[config.mk]
export PLATFORM = sky130hd
export DESIGN_NAME = sha_uart_msg_ctrl
export DESIGN_NICKNAME = d
export VERILOG_FILES = /design/src/rtl/sha_uart_pkg.sv /design/src/rtl/msg_byte_buffer.sv /design/src/rtl/sha_uart_msg_ctrl.sv
export SDC_FILE = /design/constraint.sdc
export NUM_CORES = 1
export LEC_CHECK = 0
export CAP_MARGIN = 30
export CELL_PAD_IN_SITES_DETAIL_PLACEMENT = 1
export CELL_PAD_IN_SITES_GLOBAL_PLACEMENT = 2
export CORE_MARGIN = 2
export CORE_UTILIZATION = 44
export DETAILED_ROUTE_END_ITERATION = 8
export HOLD_SLACK_MARGIN = 0.02
export PLACE_DENSITY_LB_ADDON = 0.15
export SLEW_MARGIN = 25
export SYNTH_ARGS = -nofsm -noshare
export SYNTH_HDL_FRONTEND = slang
export SYNTH_SLANG_ARGS = --single-unit
[constraint.sdc]
create_clock -name CLK -period 4.35 [get_ports CLK]
set_input_delay 0.87 -clock CLK [delete_from_list [all_inputs] [get_ports CLK]]
set_output_delay 0.87 -clock CLK [all_outputs]
set_load 0.005 [all_outputs]
[src/rtl/sha_uart_pkg.sv]
// sha_uart_pkg: shared state encoding, ASCII constants and hex helper for sha_uart_msg_ctrl.
// SHA_UART_CRLF_EN adds the SEND_EOL state for the CR/LF trailer.
package sha_uart_pkg;
`ifdef SHA_UART_CRLF_EN
  typedef enum logic [2:0] {RECV, FEED, WAIT_HASH, SEND, SEND_EOL} state_t;
`else
  typedef enum logic [2:0] {RECV, FEED, WAIT_HASH, SEND} state_t;
`endif
  localparam logic [7:0] ASCII_0  = 8'h30;
  localparam logic [7:0] ASCII_LA = 8'h61;
  localparam logic [7:0] ASCII_UA = 8'h41;
  localparam logic [7:0] ASCII_CR = 8'h0D;
  localparam logic [7:0] ASCII_LF = 8'h0A;
  function automatic logic [7:0] nibble_to_ascii(input logic [3:0] nibble, input logic upper);
    return (nibble < 4'd10) ? ASCII_0 + {4'd0, nibble}
                            : (upper ? ASCII_UA : ASCII_LA) + {4'd0, nibble} - 8'd10;
  endfunction
endpackage

[src/rtl/msg_byte_buffer.sv]
// msg_byte_buffer: DEPTH x 8 RAM, one write port and a registered read port; storage is not reset.
module msg_byte_buffer #(
  parameter int DEPTH = 64,
  parameter int AW = (DEPTH > 1) ? $clog2(DEPTH) : 1
) (
  input  logic          CLK,
  input  logic          we,
  input  logic [AW-1:0] waddr,
  input  logic [7:0]    wdata,
  input  logic [AW-1:0] raddr,
  output logic [7:0]    rdata
);
  logic [7:0] mem [DEPTH];
  always_ff @(posedge CLK) begin
    if (we) mem[waddr] <= wdata;
    rdata <= mem[raddr];
  end
endmodule

[src/rtl/sha_uart_msg_ctrl.sv]
// sha_uart_msg_ctrl: buffers a terminated UART message, streams it into sha256, returns the digest as hex ASCII.
// Define SHA_UART_CRLF_EN to append CR LF after the hex digest.
module sha_uart_msg_ctrl
  import sha_uart_pkg::*;
#(
  parameter int         MAX_LEN     = 64,
  parameter logic [7:0] TERM_CHAR   = 8'h0A,
  parameter int         DIGEST_BITS = 256,
  parameter bit         HEX_UPPER   = 1'b0
) (
  input  logic                         CLK,
  input  logic                         reset,
  input  logic                         rx_valid,
  input  logic [7:0]                   rx_data,
  output logic                         sha_reset,
  output logic                         sha_valid,
  output logic [7:0]                   sha_data,
  output logic                         sha_data_end,
  input  logic                         sha_delay,
  input  logic                         sha_done,
  input  logic [DIGEST_BITS-1:0]       sha_hash,
  output logic [7:0]                   tx_data,
  output logic                         tx_send,
  input  logic                         tx_busy,
  output logic [$clog2(MAX_LEN+1)-1:0] msg_len,
  output logic                         overflow,
  output logic                         dropped
);
  localparam int LW = $clog2(MAX_LEN + 1);
  localparam int AW = (MAX_LEN > 1) ? $clog2(MAX_LEN) : 1;
  localparam int NW = $clog2(DIGEST_BITS / 4);
  localparam logic [NW-1:0] LAST_NIB = NW'(DIGEST_BITS / 4 - 1);

  state_t                 state;
  logic [LW-1:0]          wr_ptr, rd_ptr;
  logic [NW-1:0]          nib;
  logic [DIGEST_BITS-1:0] hash_reg;
  logic                   primed, wait_low, we, accept, last_char;
  logic [AW-1:0]          raddr;
  logic [7:0]             rdata, cur_char;
`ifdef SHA_UART_CRLF_EN
  logic                   eol;
`endif

  assign we           = state == RECV && rx_valid && rx_data != TERM_CHAR;
  assign accept       = state == FEED && primed && !sha_delay;
  // Look one address ahead on accept so the registered read keeps up without bubbles.
  assign raddr        = accept ? rd_ptr[AW-1:0] + 1'b1 : rd_ptr[AW-1:0];
  assign sha_valid    = accept;
  assign sha_data     = accept ? rdata : 8'h00;
  assign sha_data_end = accept && rd_ptr == msg_len - 1'b1;

  always_comb begin
`ifdef SHA_UART_CRLF_EN
    cur_char  = state == SEND_EOL ? (eol ? ASCII_LF : ASCII_CR)
                                  : nibble_to_ascii(hash_reg[DIGEST_BITS-1 -: 4], HEX_UPPER);
    last_char = state == SEND_EOL && eol;
`else
    cur_char  = nibble_to_ascii(hash_reg[DIGEST_BITS-1 -: 4], HEX_UPPER);
    last_char = nib == LAST_NIB;
`endif
  end

  msg_byte_buffer #(.DEPTH(MAX_LEN), .AW(AW)) u_buf (
    .CLK   (CLK),
    .we    (we),
    .waddr (wr_ptr[AW-1:0]),
    .wdata (rx_data),
    .raddr (raddr),
    .rdata (rdata)
  );

  always_ff @(posedge CLK) begin
    if (reset) begin
      state     <= RECV;
      wr_ptr    <= '0;
      rd_ptr    <= '0;
      nib       <= '0;
      msg_len   <= '0;
      overflow  <= 1'b0;
      dropped   <= 1'b0;
      sha_reset <= 1'b1;
      tx_send   <= 1'b0;
      tx_data   <= '0;
      hash_reg  <= '0;
      primed    <= 1'b0;
      wait_low  <= 1'b0;
`ifdef SHA_UART_CRLF_EN
      eol       <= 1'b0;
`endif
    end else begin
      if (rx_valid && state != RECV) dropped <= 1'b1;
      case (state)
        RECV: if (rx_valid) begin
          if (rx_data != TERM_CHAR) begin
            wr_ptr  <= wr_ptr + 1'b1;
            msg_len <= wr_ptr + 1'b1;
            if (wr_ptr == '0) begin
              overflow <= 1'b0;
              dropped  <= 1'b0;
            end
            if (wr_ptr == LW'(MAX_LEN - 1)) begin
              overflow  <= 1'b1;
              state     <= FEED;
              sha_reset <= 1'b0;
            end
          end else if (wr_ptr != '0) begin
            state     <= FEED;
            sha_reset <= 1'b0;
          end
        end
        FEED: begin
          primed <= 1'b1;
          if (accept) begin
            rd_ptr <= rd_ptr + 1'b1;
            if (sha_data_end) begin
              state  <= WAIT_HASH;
              primed <= 1'b0;
            end
          end
        end
        WAIT_HASH: if (sha_done) begin
          hash_reg <= sha_hash;
          nib      <= '0;
          state    <= SEND;
        end
        default: begin
          // Load, hold until busy is seen, then wait for busy to fall before the next character.
          if (!tx_send && !tx_busy && !wait_low) begin
            tx_data <= cur_char;
            tx_send <= 1'b1;
          end else if (tx_send && tx_busy) begin
            tx_send  <= 1'b0;
            wait_low <= 1'b1;
          end else if (wait_low && !tx_busy) begin
            wait_low <= 1'b0;
            if (last_char) begin
              state     <= RECV;
              sha_reset <= 1'b1;
              wr_ptr    <= '0;
              rd_ptr    <= '0;
`ifdef SHA_UART_CRLF_EN
              eol       <= 1'b0;
            end else if (state == SEND_EOL) begin
              eol       <= 1'b1;
            end else if (nib == LAST_NIB) begin
              state     <= SEND_EOL;
`endif
            end else begin
              nib      <= nib + 1'b1;
              hash_reg <= hash_reg << 4;
            end
          end
        end
      endcase
    end
  end
endmodule
==> results of run 1 <==
-- stage by stage --
stage,instance area [µm²],setup WS [ps],std cells
floorplan,38100,1240,2991
global placement,42200,274,4263
detailed placement,42200,287,4265
CTS,45100,300,4432
global route,45200,200,4441
finish,45200,380,4443
-- cells in the mapped netlist (3+ instances only) --
library cell,n
a2111oi_0,7
a211o_1,8
a211oi_1,272
a21o_1,3
a21oi_1,61
a22oi_1,7
a31o_1,7
and2_1,8
and3_1,3
buf_1,15
buf_2,98
buf_4,20
clkbuf_1,120
dfxtp_1,306
edfxtp_1,512
ha_1,11
inv_1,19
mux2_2,3
mux2i_1,543
mux4_2,124
nand2_1,88
nand2b_1,8
nand3_1,20
nand3b_1,12
nand4_1,12
nor2_1,402
nor2b_1,4
nor3_1,30
nor3b_1,4
nor4_1,10
o2111ai_1,8
o211ai_1,3
o21ai_0,38
o221ai_1,51
o22a_1,14
o22ai_1,62
o31ai_1,3
o32ai_1,7
or3_1,14
xnor2_1,8
xor2_1,9
-- final cells by class --
class	instances	area, µm²
Antenna cell	6	15.0
Clock buffer	133	2670
Clock inverter	34	229
Fill cell	8487	40300
Inverter	20	80.1
Multi-Input combinational cell	1899	15400
Sequential cell	818	21500
Tap cell	1144	1430
Timing Repair Buffer	389	3870
-- cell usage in the layout, fill, tap and decap left out, drive strengths merged, types with 4 or more instances in the layout --
| master | n |
|---|---|
| nand2b | 8 |
| diode | 6 |
| or3 | 14 |
| o2111ai | 8 |
| a211o | 8 |
| nand4 | 12 |
| a211oi | 272 |
| edfxtp | 512 |
| nand3b | 12 |
| and2 | 9 |
| xnor2 | 8 |
| mux2i | 543 |
| nor3 | 30 |
| nor2 | 402 |
| nand3 | 20 |
| dfxtp | 306 |
| o32ai | 7 |
| clkdlybuf4s50 | 288 |
| clkbuf | 133 |
| mux4 | 124 |
| xor2 | 9 |
| a22oi | 7 |
| nor4 | 10 |
| clkinv | 22 |
| nor3b | 4 |
| o22a | 14 |
| o21ai | 41 |
| inv | 21 |
| ha | 11 |
| o22ai | 62 |
| a21oi | 61 |
| a2111oi | 7 |
| nand2 | 89 |
| nor2b | 4 |
| a31o | 7 |
| buf | 101 |
| clkinvlp | 9 |
| o221ai | 51 |
-- power groups by stage --
stage          registers (mW)  logic, mW  clock network, mW
5_1_grt                  8.27      0.561               7.95
3_5_place_dp             8.44      0.530                  0
2_1_floorplan            8.43      0.118                  0
4_1_cts                  8.28      0.532               7.64
3_3_place_gp             8.44      0.517                  0
6_report                 8.28      0.526               7.49
-- kinds of logic (layout without fill, tap and decap cells) --
logic type | count (synthesis) | count (layout) | share of synthesized area [%]
flip-flops | 818 | 818 | 56.4
multiplexers | 670 | 670 | 21.7
AND/OR/NAND/NOR | 629 | 629 | 7.08
AO/OA/AOI/OAI | 571 | 571 | 10.8
buffers and inverters | 274 | 576 | 3.24
XOR/XNOR | 17 | 17 | 0.391
adder cells (fa/ha/maj) | 11 | 11 | 0.361
other | 1 | 7 | 0.00984
-- path summary, 6_finish.rpt --
path	startpoint	cells past startpoint	endpoint	slack, ps
worst max register to register	state[1]	12	u_buf.rdata[7]	600
worst max-delay path	state[1]	9	sha_data[3]	380
worst min-delay path	tx_data[3]	2	tx_data[3]	470
worst min register to register	tx_data[3]	2	tx_data[3]	470
-- critical path, cell delays in order, from the launching register on --
cell and delay [ps]:
dfxtp_1 370, inv_1 100, ha_1 150, buf_4 230
nand3b_1 200, buf_12 210, inv_6 230, buf_12 260
and2_1 170, clkdlybuf4s50_1 500
-- per-layer routing --
metal  wire length (µm)  vias to the layer above
li1                   -                    12100
met1              44800                    13300
met2              56200                      768
met3               7120                      197
met4               3700                       30
met5                200                        -
==> impl_metrics.py, run 1 <==
metrics = {
    "clocking": {
        "htreeDepth": 3,
        "hold_buffers": 0,
        "cts_sinks": 818,
        "tritoncts": "done",
        "cts_buffer_depth": 3,
        "cts.clk_slew.worst_paths_ps": 60,
        "cts_buffers": 90,
        "cts_root_buf": "clkbuf_16",
        "clkLatencyLatePin_ps": 640,
        "cts_resized": 0,
        "postCtsSetupBuffers": 0,
    },
    "setup_path": {
        "crit_required_ps": 3480,
        "worst_ep_arrival_time_ps": 3100,
        "critPathLaunchType": "flip-flop",
        "path_max_fanout": 31,
        "end_kind": "output port",
        "criticalPathCategory": "flip-flop to output port",
    },
    "final_layout": {
        "nets": 3499,
        "drive_gt1_share_pct": 11.4,
        "syn_to_final_growth_pct": 18.7,
        "utilization_pct": 52.9,
        "largest_reg_flops": 512,
    },
    "sta": {
        "fin_tns_setup_ps": 0,
        "hold_violations": 0,
        "setup_viol": 0,
        "grt_setup_unrepaired": "no",
        "hold_ws_ps": 467,
        "fmax_mhz": 252,
        "period_share_pct": 91.3,
        "worst_pin_slew_ps": 1050,
        "post-route-min-period_ps": 3970,
        "slew_headroom_pct": 29.9,
        "clock_skew_ps": 27.2,
        "slew_viol_final": 0,
    },
    "global_route": {
        "antenna_found_initial": 22,
        "busiest_layer": "met2",
        "grtUsageMet2_pct": 43.0,
        "grt.total_usage_pct": 24.8,
        "use_met1_pct": 30.4,
        "grt_pass1_wl_um": 171000,
        "grt_pass1_vias": 28000,
        "gr-total-overflow": 0,
        "grt_max_degree": 148,
        "grt_util_met3_pct": 5.36,
    },
    "synth": {
        "async_flop_share_pct": 0,
        "synth_edf_count": 512,
        "yosys-top-cells-area": "edfxtp_1, dfxtp_1, mux2i_1, mux4_2, a211oi_1",
        "synth_area_leader_cell": "edfxtp_1",
        "synth_seq_cells": 818,
        "ys_seq_area_share_pct": 56.4,
        "synth_top_area_share_pct": 40.4,
        "synth.distinct_cells": 72,
        "syn_nets": 3272,
        "syn_area_per_cell_um2": 12.7,
        "yosys_warnings": 0,
        "syn_area_um2": 38100,
        "synthFlopType": "edfxtp_1",
        "syn_inst": 2991,
    },
    "power": {
        "swShare_pct": 20.9,
        "power_density_nw_per_um2": 360,
        "power_mw": 16.3,
        "p_comb_share_pct": 3.2,
        "p_sw_mw": 3.41,
        "p_leak_nw": 13.0,
        "internal_power_mw": 12.9,
        "pwr-share-seq_pct": 50.8,
        "ir_drop_mv": 0.248,
        "clockPowerShare_pct": 46.0,
    },
    "floorplan": {
        "dieArea_um2": 89000,
        "core-area_um2": 85500,
        "io_pins": 299,
        "die_y_um": 298,
        "rows": 107,
        "start_util_pct": 44.5,
        "die_w_um": 298,
    },
    "run": {
        "maxCapViolations": 0,
    },
    "route": {
        "drc_errors": 0,
        "vias": 26400,
        "via_per_inst": 5.94,
        "antenna_left": 0,
        "dr.first_iter.drc_count": 1747,
        "wire_per_inst_um": 25.2,
        "drt_wl_total_um": 112000,
        "first_pass_iters": 5,
    },
    "placement": {
        "routabilityCongestion": 0.869,
        "place_hpwl_um": 74400,
        "port_buffers": 297,
    },
    "outcome": {
        "status": "finished, final reports clean",
    },
    "min_path": {
        "hold_class": "flip-flop to flip-flop",
    },
}
No activity file was read; power rests on OpenSTA's default activity.
==> run 2, diff against run 1 <==
--- a/config.mk
+++ b/config.mk
@@ -9,11 +9,12 @@
 export CELL_PAD_IN_SITES_DETAIL_PLACEMENT = 1
 export CELL_PAD_IN_SITES_GLOBAL_PLACEMENT = 2
 export CORE_MARGIN = 2
-export CORE_UTILIZATION = 44
+export CORE_UTILIZATION = 35
 export DETAILED_ROUTE_END_ITERATION = 8
+export GPL_ROUTABILITY_DRIVEN = 0
 export HOLD_SLACK_MARGIN = 0.02
 export PLACE_DENSITY_LB_ADDON = 0.15
-export SLEW_MARGIN = 25
+export SLEW_MARGIN = 20
 export SYNTH_ARGS = -nofsm -noshare
 export SYNTH_HDL_FRONTEND = slang
 export SYNTH_SLANG_ARGS = --single-unit
==> impl_metrics.py, run 2 (same netlist as run 1, synthesis figures left out) <==
metrics = {
    "final_layout": {
        "largest_reg_flops": 512,
        "nets": 3528,
        "seqCellArea_um2": 21500,
        "syn_to_final_growth_pct": 20.8,
        "layout_commonest_cell": "mux2i_1",
        "fin_cells": 4742,
        "drive_gt1_share_pct": 12.1,
        "multi_input_area_um2": 15400,
        "final_cell_mix": "mux2i_1, edfxtp_1, nor2_1",
        "fillerInstances": 11200,
    },
    "global_route": {
        "gr-total-overflow": 0,
        "grt.total_usage_pct": 20.6,
        "grt_pass1_wl_um": 176000,
        "antenna_found_initial": 27,
        "grt_max_degree": 122,
        "grt_pass1_vias": 28100,
    },
    "min_path": {
        "hold_depth": 2,
        "hold_class": "flip-flop to flip-flop",
        "min-delay-start": "tx_data[3]",
    },
    "sta": {
        "slew_viol_final": 0,
        "clock_skew_ps": 26.2,
        "worst_pin_slew_ps": 939,
        "fin_tns_setup_ps": 0,
        "fmax_mhz": 241,
        "slew_headroom_pct": 37.2,
        "grt_setup_unrepaired": "no",
        "hold_violations": 0,
        "period_share_pct": 95.3,
        "setup_viol": 0,
        "post-route-min-period_ps": 4150,
    },
    "floorplan": {
        "die_y_um": 334,
        "rows": 121,
        "dieArea_um2": 111000,
        "die_w_um": 334,
        "io_pins": 299,
        "start_util_pct": 35.1,
        "core-area_um2": 108000,
    },
    "outcome": {
        "status": "finished, final reports clean",
    },
    "route": {
        "via_per_inst": 5.60,
        "drt_wl_total_um": 117000,
        "drc_errors": 0,
        "first_pass_iters": 6,
        "vias": 26500,
        "wire_per_inst_um": 24.8,
        "dr.first_iter.drc_count": 1787,
        "antenna_left": 0,
    },
    "setup_path": {
        "worst_r2r_startpoint": "rd_ptr[0]",
        "end_kind": "output port",
        "critical_path.max_stage_delay_ps": 670,
        "endpoint": "sha_data_end",
        "worst_ep_arrival_time_ps": 3280,
        "critPathLaunch": "msg_len[0]",
        "crit_required_ps": 3480,
        "path_max_fanout": 7,
        "rrSetupSlack_ps": 680,
        "r2r-end": "u_buf.rdata[3]",
        "r2r_cells": 8,
        "cpMaxStageDelayCell": "clkdlybuf4s50_1",
        "criticalPathCategory": "flip-flop to output port",
        "critPathLaunchType": "flip-flop",
        "crit_chain": "inv_1 -> ha_1 -> nor3b_1 -> a21oi_1 -> a311o_1 -> a221oi_4 -> clkdlybuf4s50_1",
    },
    "power": {
        "power_density_nw_per_um2": 370,
        "ir_drop_mv": 0.250,
        "p_leak_nw": 13.3,
    },
    "clocking": {
        "tritoncts": "done",
        "cts.clk_slew.worst_paths_ps": 60,
        "postCtsSetupBuffers": 0,
        "cts_resized": 0,
        "cts_root_buf": "clkbuf_16",
        "cts_buffer_depth": 3,
        "cts_sinks": 818,
        "clkLatencyLatePin_ps": 670,
        "htreeDepth": 3,
        "hold_buffers": 0,
        "cts_buffers": 96,
    },
    "placement": {
        "place_hpwl_um": 76500,
        "dp.cells": 4561,
        "port_buffers": 297,
    },
    "run": {
        "maxCapViolations": 0,
    },
}
==> run 2: cell types whose count changed in the layout (fill, tap and decap cells not counted), moves of 2 or more <==
| cell | previous run | this run |
|---|---|---|
| buf_4 | 73 | 93 |
| bufinv_16 | 2 | 9 |
| clkbuf_1 | 23 | 29 |
| clkbuf_16 | 95 | 101 |
| clkinvlp_4 | 8 | 2 |
| buf_12 | 16 | 21 |
| clkbuf_8 | 15 | 10 |
| diode_2 | 6 | 2 |
| buf_16 | 2 | 0 |
| clkinv_2 | 10 | 12 |
==> run 2: worst min path at each step <==
stage | slack, ps | endpoint
finish | 470 | tx_data[3]
floorplan | 450 | hash_reg[0]
CTS | 470 | tx_data[3]
global route | 490 | tx_data[3]
global placement | 450 | tx_data[3]
detailed placement | 470 | tx_data[3]
==> run 2: critical path, delay by kind of cell (launching register included) <==
| kind | cells | cell delay [ps] |
|---|---|---|
| AND/OR/NAND/NOR | 1 | 370 |
| flip-flops | 1 | 400 |
| adder cells (fa/ha/maj) | 1 | 180 |
| AO/OA/AOI/OAI | 3 | 900 |
| buffers and inverters | 2 | 770 |
==> run 2: cell type report <==
class                   count  share of cell area (%)
flip-flops and latches    818                    46.7
multi-input cells        1899                    33.5
repair buffers            412                    8.82
clock buffers             140                    6.03
well taps                1414                    3.84
clock inverters            37                   0.886
inverters                  20                   0.174
diodes                      2                  0.0109
==> run 2: stage by stage <==
step | power (mW) | hold slack (ps) | area, µm² | setup slack [ps] | utilization [%]
after floorplan | 8.55 | 447 | 38100 | 1240 | -
after global placement | 8.97 | 449 | 42800 | 145 | 39.5
after detailed placement | 8.99 | 466 | 42800 | 228 | 39.5
after CTS | 17.2 | 472 | 46000 | 25.9 | 42.4
after global routing | 17.5 | 492 | 46000 | 19.4 | 42.5
final | 17.0 | 473 | 46000 | 202 | 42.5
==> run 2: per-layer routing <==
layer	up-vias	wire length, µm	GRT usage [%]
met5	-	265	0
met4	42	2670	5.78
met3	198	7910	5.22
met2	708	57300	35.0
met1	13500	49300	25.8
li1	12100	-	-
==> run 2: power breakdown <==
| group | switching, mW | total (mW) | internal [mW] |
|---|---|---|---|
| clock | 3.26 | 8.20 | 4.93 |
| combinational | 0.258 | 0.535 | 0.277 |
| sequential | 0.0229 | 8.28 | 8.26 |
| total | 3.54 | 17.0 | 13.5 |
==> run 3, diff against run 2 <==
--- a/config.mk
+++ b/config.mk
@@ -8,12 +8,12 @@
 export CAP_MARGIN = 30
 export CELL_PAD_IN_SITES_DETAIL_PLACEMENT = 1
 export CELL_PAD_IN_SITES_GLOBAL_PLACEMENT = 2
-export CORE_MARGIN = 2
 export CORE_UTILIZATION = 35
+export CTS_CLUSTER_DIAMETER = 120
 export DETAILED_ROUTE_END_ITERATION = 8
 export GPL_ROUTABILITY_DRIVEN = 0
 export HOLD_SLACK_MARGIN = 0.02
-export PLACE_DENSITY_LB_ADDON = 0.15
+export PLACE_DENSITY = 0.73
 export SLEW_MARGIN = 20
 export SYNTH_ARGS = -nofsm -noshare
 export SYNTH_HDL_FRONTEND = slang
==> impl_metrics.py, run 3 (same netlist as run 1, synthesis figures left out) <==
metrics = {
    "sta": {
        "post-route-min-period_ps": 3950,
        "slew_viol_final": 0,
        "hold_ws_ps": 464,
        "period_share_pct": 90.9,
        "slew_headroom_pct": 33.2,
        "setup_viol": 0,
        "grt_setup_unrepaired": "no",
        "fin_tns_setup_ps": 0,
        "clock_skew_ps": 31.7,
        "fmax_mhz": 253,
        "worst_pin_slew_ps": 998,
        "hold_violations": 0,
    },
    "setup_path": {
        "r2r_cells": 9,
        "critPathLaunchType": "flip-flop",
        "path_max_fanout": 7,
        "rrSetupSlack_ps": 440,
        "end_kind": "output port",
        "criticalPathCategory": "flip-flop to output port",
        "crit_required_ps": 3480,
        "r2r-end": "u_buf.rdata[1]",
        "worst_r2r_startpoint": "rd_ptr[1]",
        "worst_ep_arrival_time_ps": 3080,
    },
    "route": {
        "via_per_inst": 5.64,
        "vias": 26600,
        "antenna_left": 0,
        "first_pass_iters": 8,
        "dr.first_iter.drc_count": 1804,
        "wire_per_inst_um": 24.2,
        "drt_wl_total_um": 114000,
        "drc_errors": 0,
    },
    "global_route": {
        "grt.total_usage_pct": 20.3,
        "grt_pass1_vias": 28000,
        "grt_pass1_wl_um": 173000,
        "antenna_found_initial": 21,
        "gr-total-overflow": 0,
        "grt_max_degree": 142,
    },
    "min_path": {
        "holdPathEnd": "tx_data[3]",
        "hold_class": "flip-flop to flip-flop",
        "hold_depth": 2,
        "min-delay-start": "tx_data[3]",
    },
    "floorplan": {
        "start_util_pct": 35.4,
        "die_w_um": 332,
        "io_pins": 299,
        "rows": 120,
        "die_y_um": 332,
        "core-area_um2": 108000,
        "dieArea_um2": 110000,
    },
    "outcome": {
        "status": "finished, final reports clean",
    },
    "power": {
        "pwr-share-seq_pct": 49.5,
        "ir_drop_mv": 0.262,
        "p_comb_share_pct": 3.2,
        "p_sw_mw": 3.53,
        "internal_power_mw": 13.2,
        "swShare_pct": 21.1,
        "clockPowerShare_pct": 47.3,
        "power_density_nw_per_um2": 365,
        "p_leak_nw": 13.2,
    },
    "clocking": {
        "tritoncts": "done",
        "cts.clk_slew.worst_paths_ps": 60,
        "cts_sinks": 818,
        "postCtsSetupBuffers": 0,
        "clkLatencyLatePin_ps": 670,
        "htreeDepth": 3,
        "cts_resized": 0,
        "cts_buffers": 92,
        "cts_buffer_depth": 3,
        "cts_root_buf": "clkbuf_16",
        "hold_buffers": 0,
    },
    "final_layout": {
        "layout_commonest_cell": "mux2i_1",
        "syn_to_final_growth_pct": 20.3,
        "nets": 3520,
        "largest_reg_flops": 512,
        "final_cell_mix": "mux2i_1, edfxtp_1, nor2_1",
        "drive_gt1_share_pct": 12.1,
    },
    "placement": {
        "place_hpwl_um": 74000,
        "port_buffers": 297,
    },
    "run": {
        "maxCapViolations": 0,
    },
}
## run 3: cell count changes in the layout (fill, tap and decap cells not counted), sizes merged
cell	previous run	this run
bufinv	9	10
clkinvlp	2	4
clkinv	24	35
buf	124	120
clkbuf	140	119
diode	2	4
## run 3: metal layers
layer  track usage, %  vias to the layer above  wire, µm
met4             6.80                       34      3310
met3             5.09                      226      8450
met1             25.4                    13500     47000
met2             34.1                      812     55000
li1                 -                    12100         -
met5                0                        -       223
## run 3: critical path: stages (launching register included)
cell	delay, ps
dfxtp_1	380
inv_1	80
ha_1	170
nor3b_1	350
a21oi_1	80
a311o_1	340
a221oi_2	360
clkdlybuf4s50_1	660
## run 3: area by class of cell
| class | instances | area [µm²] |
|---|---|---|
| Antenna cell | 4 | 10.0 |
| Clock buffer | 119 | 2520 |
| Clock inverter | 51 | 536 |
| Fill cell | 11100 | 61700 |
| Inverter | 20 | 80.1 |
| Multi-Input combinational cell | 1899 | 15400 |
| Sequential cell | 818 | 21500 |
| Tap cell | 1403 | 1760 |
| Timing Repair Buffer | 408 | 4010 |
## run 3: how the worst max path moves through the flow
stage                            end       start  cells after the start
floorplan                sha_data[0]   sha_delay                      7
global placement    u_buf.mem[19][3]  rx_data[5]                      9
detailed placement    u_buf.rdata[2]   sha_delay                     11
CTS                     sha_data_end  msg_len[0]                      7
global route            sha_data_end  msg_len[0]                      7
finish                  sha_data_end  msg_len[0]                      7
## run 3: per-stage QoR
step | instance area (µm²) | setup WS (ps) | power [mW] | cells | util (%)
2_1_floorplan | 38100 | 1240 | 8.55 | 2991 | -
3_3_place_gp | 42700 | -32.4 | 8.96 | 4542 | 39.7
3_5_place_dp | 42700 | 149 | 8.98 | 4544 | 39.8
4_1_cts | 45800 | 337 | 16.9 | 4714 | 42.6
5_1_grt | 45800 | 216 | 17.2 | 4720 | 42.6
6_report | 45800 | 398 | 16.7 | 4722 | 42.6
## run 3: power groups by stage
| stage | Sequential (mW) | Combinational, mW | Clock [mW] |
|---|---|---|---|
| global placement | 8.44 | 0.524 | 0 |
| floorplan | 8.43 | 0.118 | 0 |
| CTS | 8.27 | 0.543 | 8.11 |
| detailed placement | 8.44 | 0.542 | 0 |
| finish | 8.28 | 0.535 | 7.92 |
| global route | 8.27 | 0.571 | 8.39 |
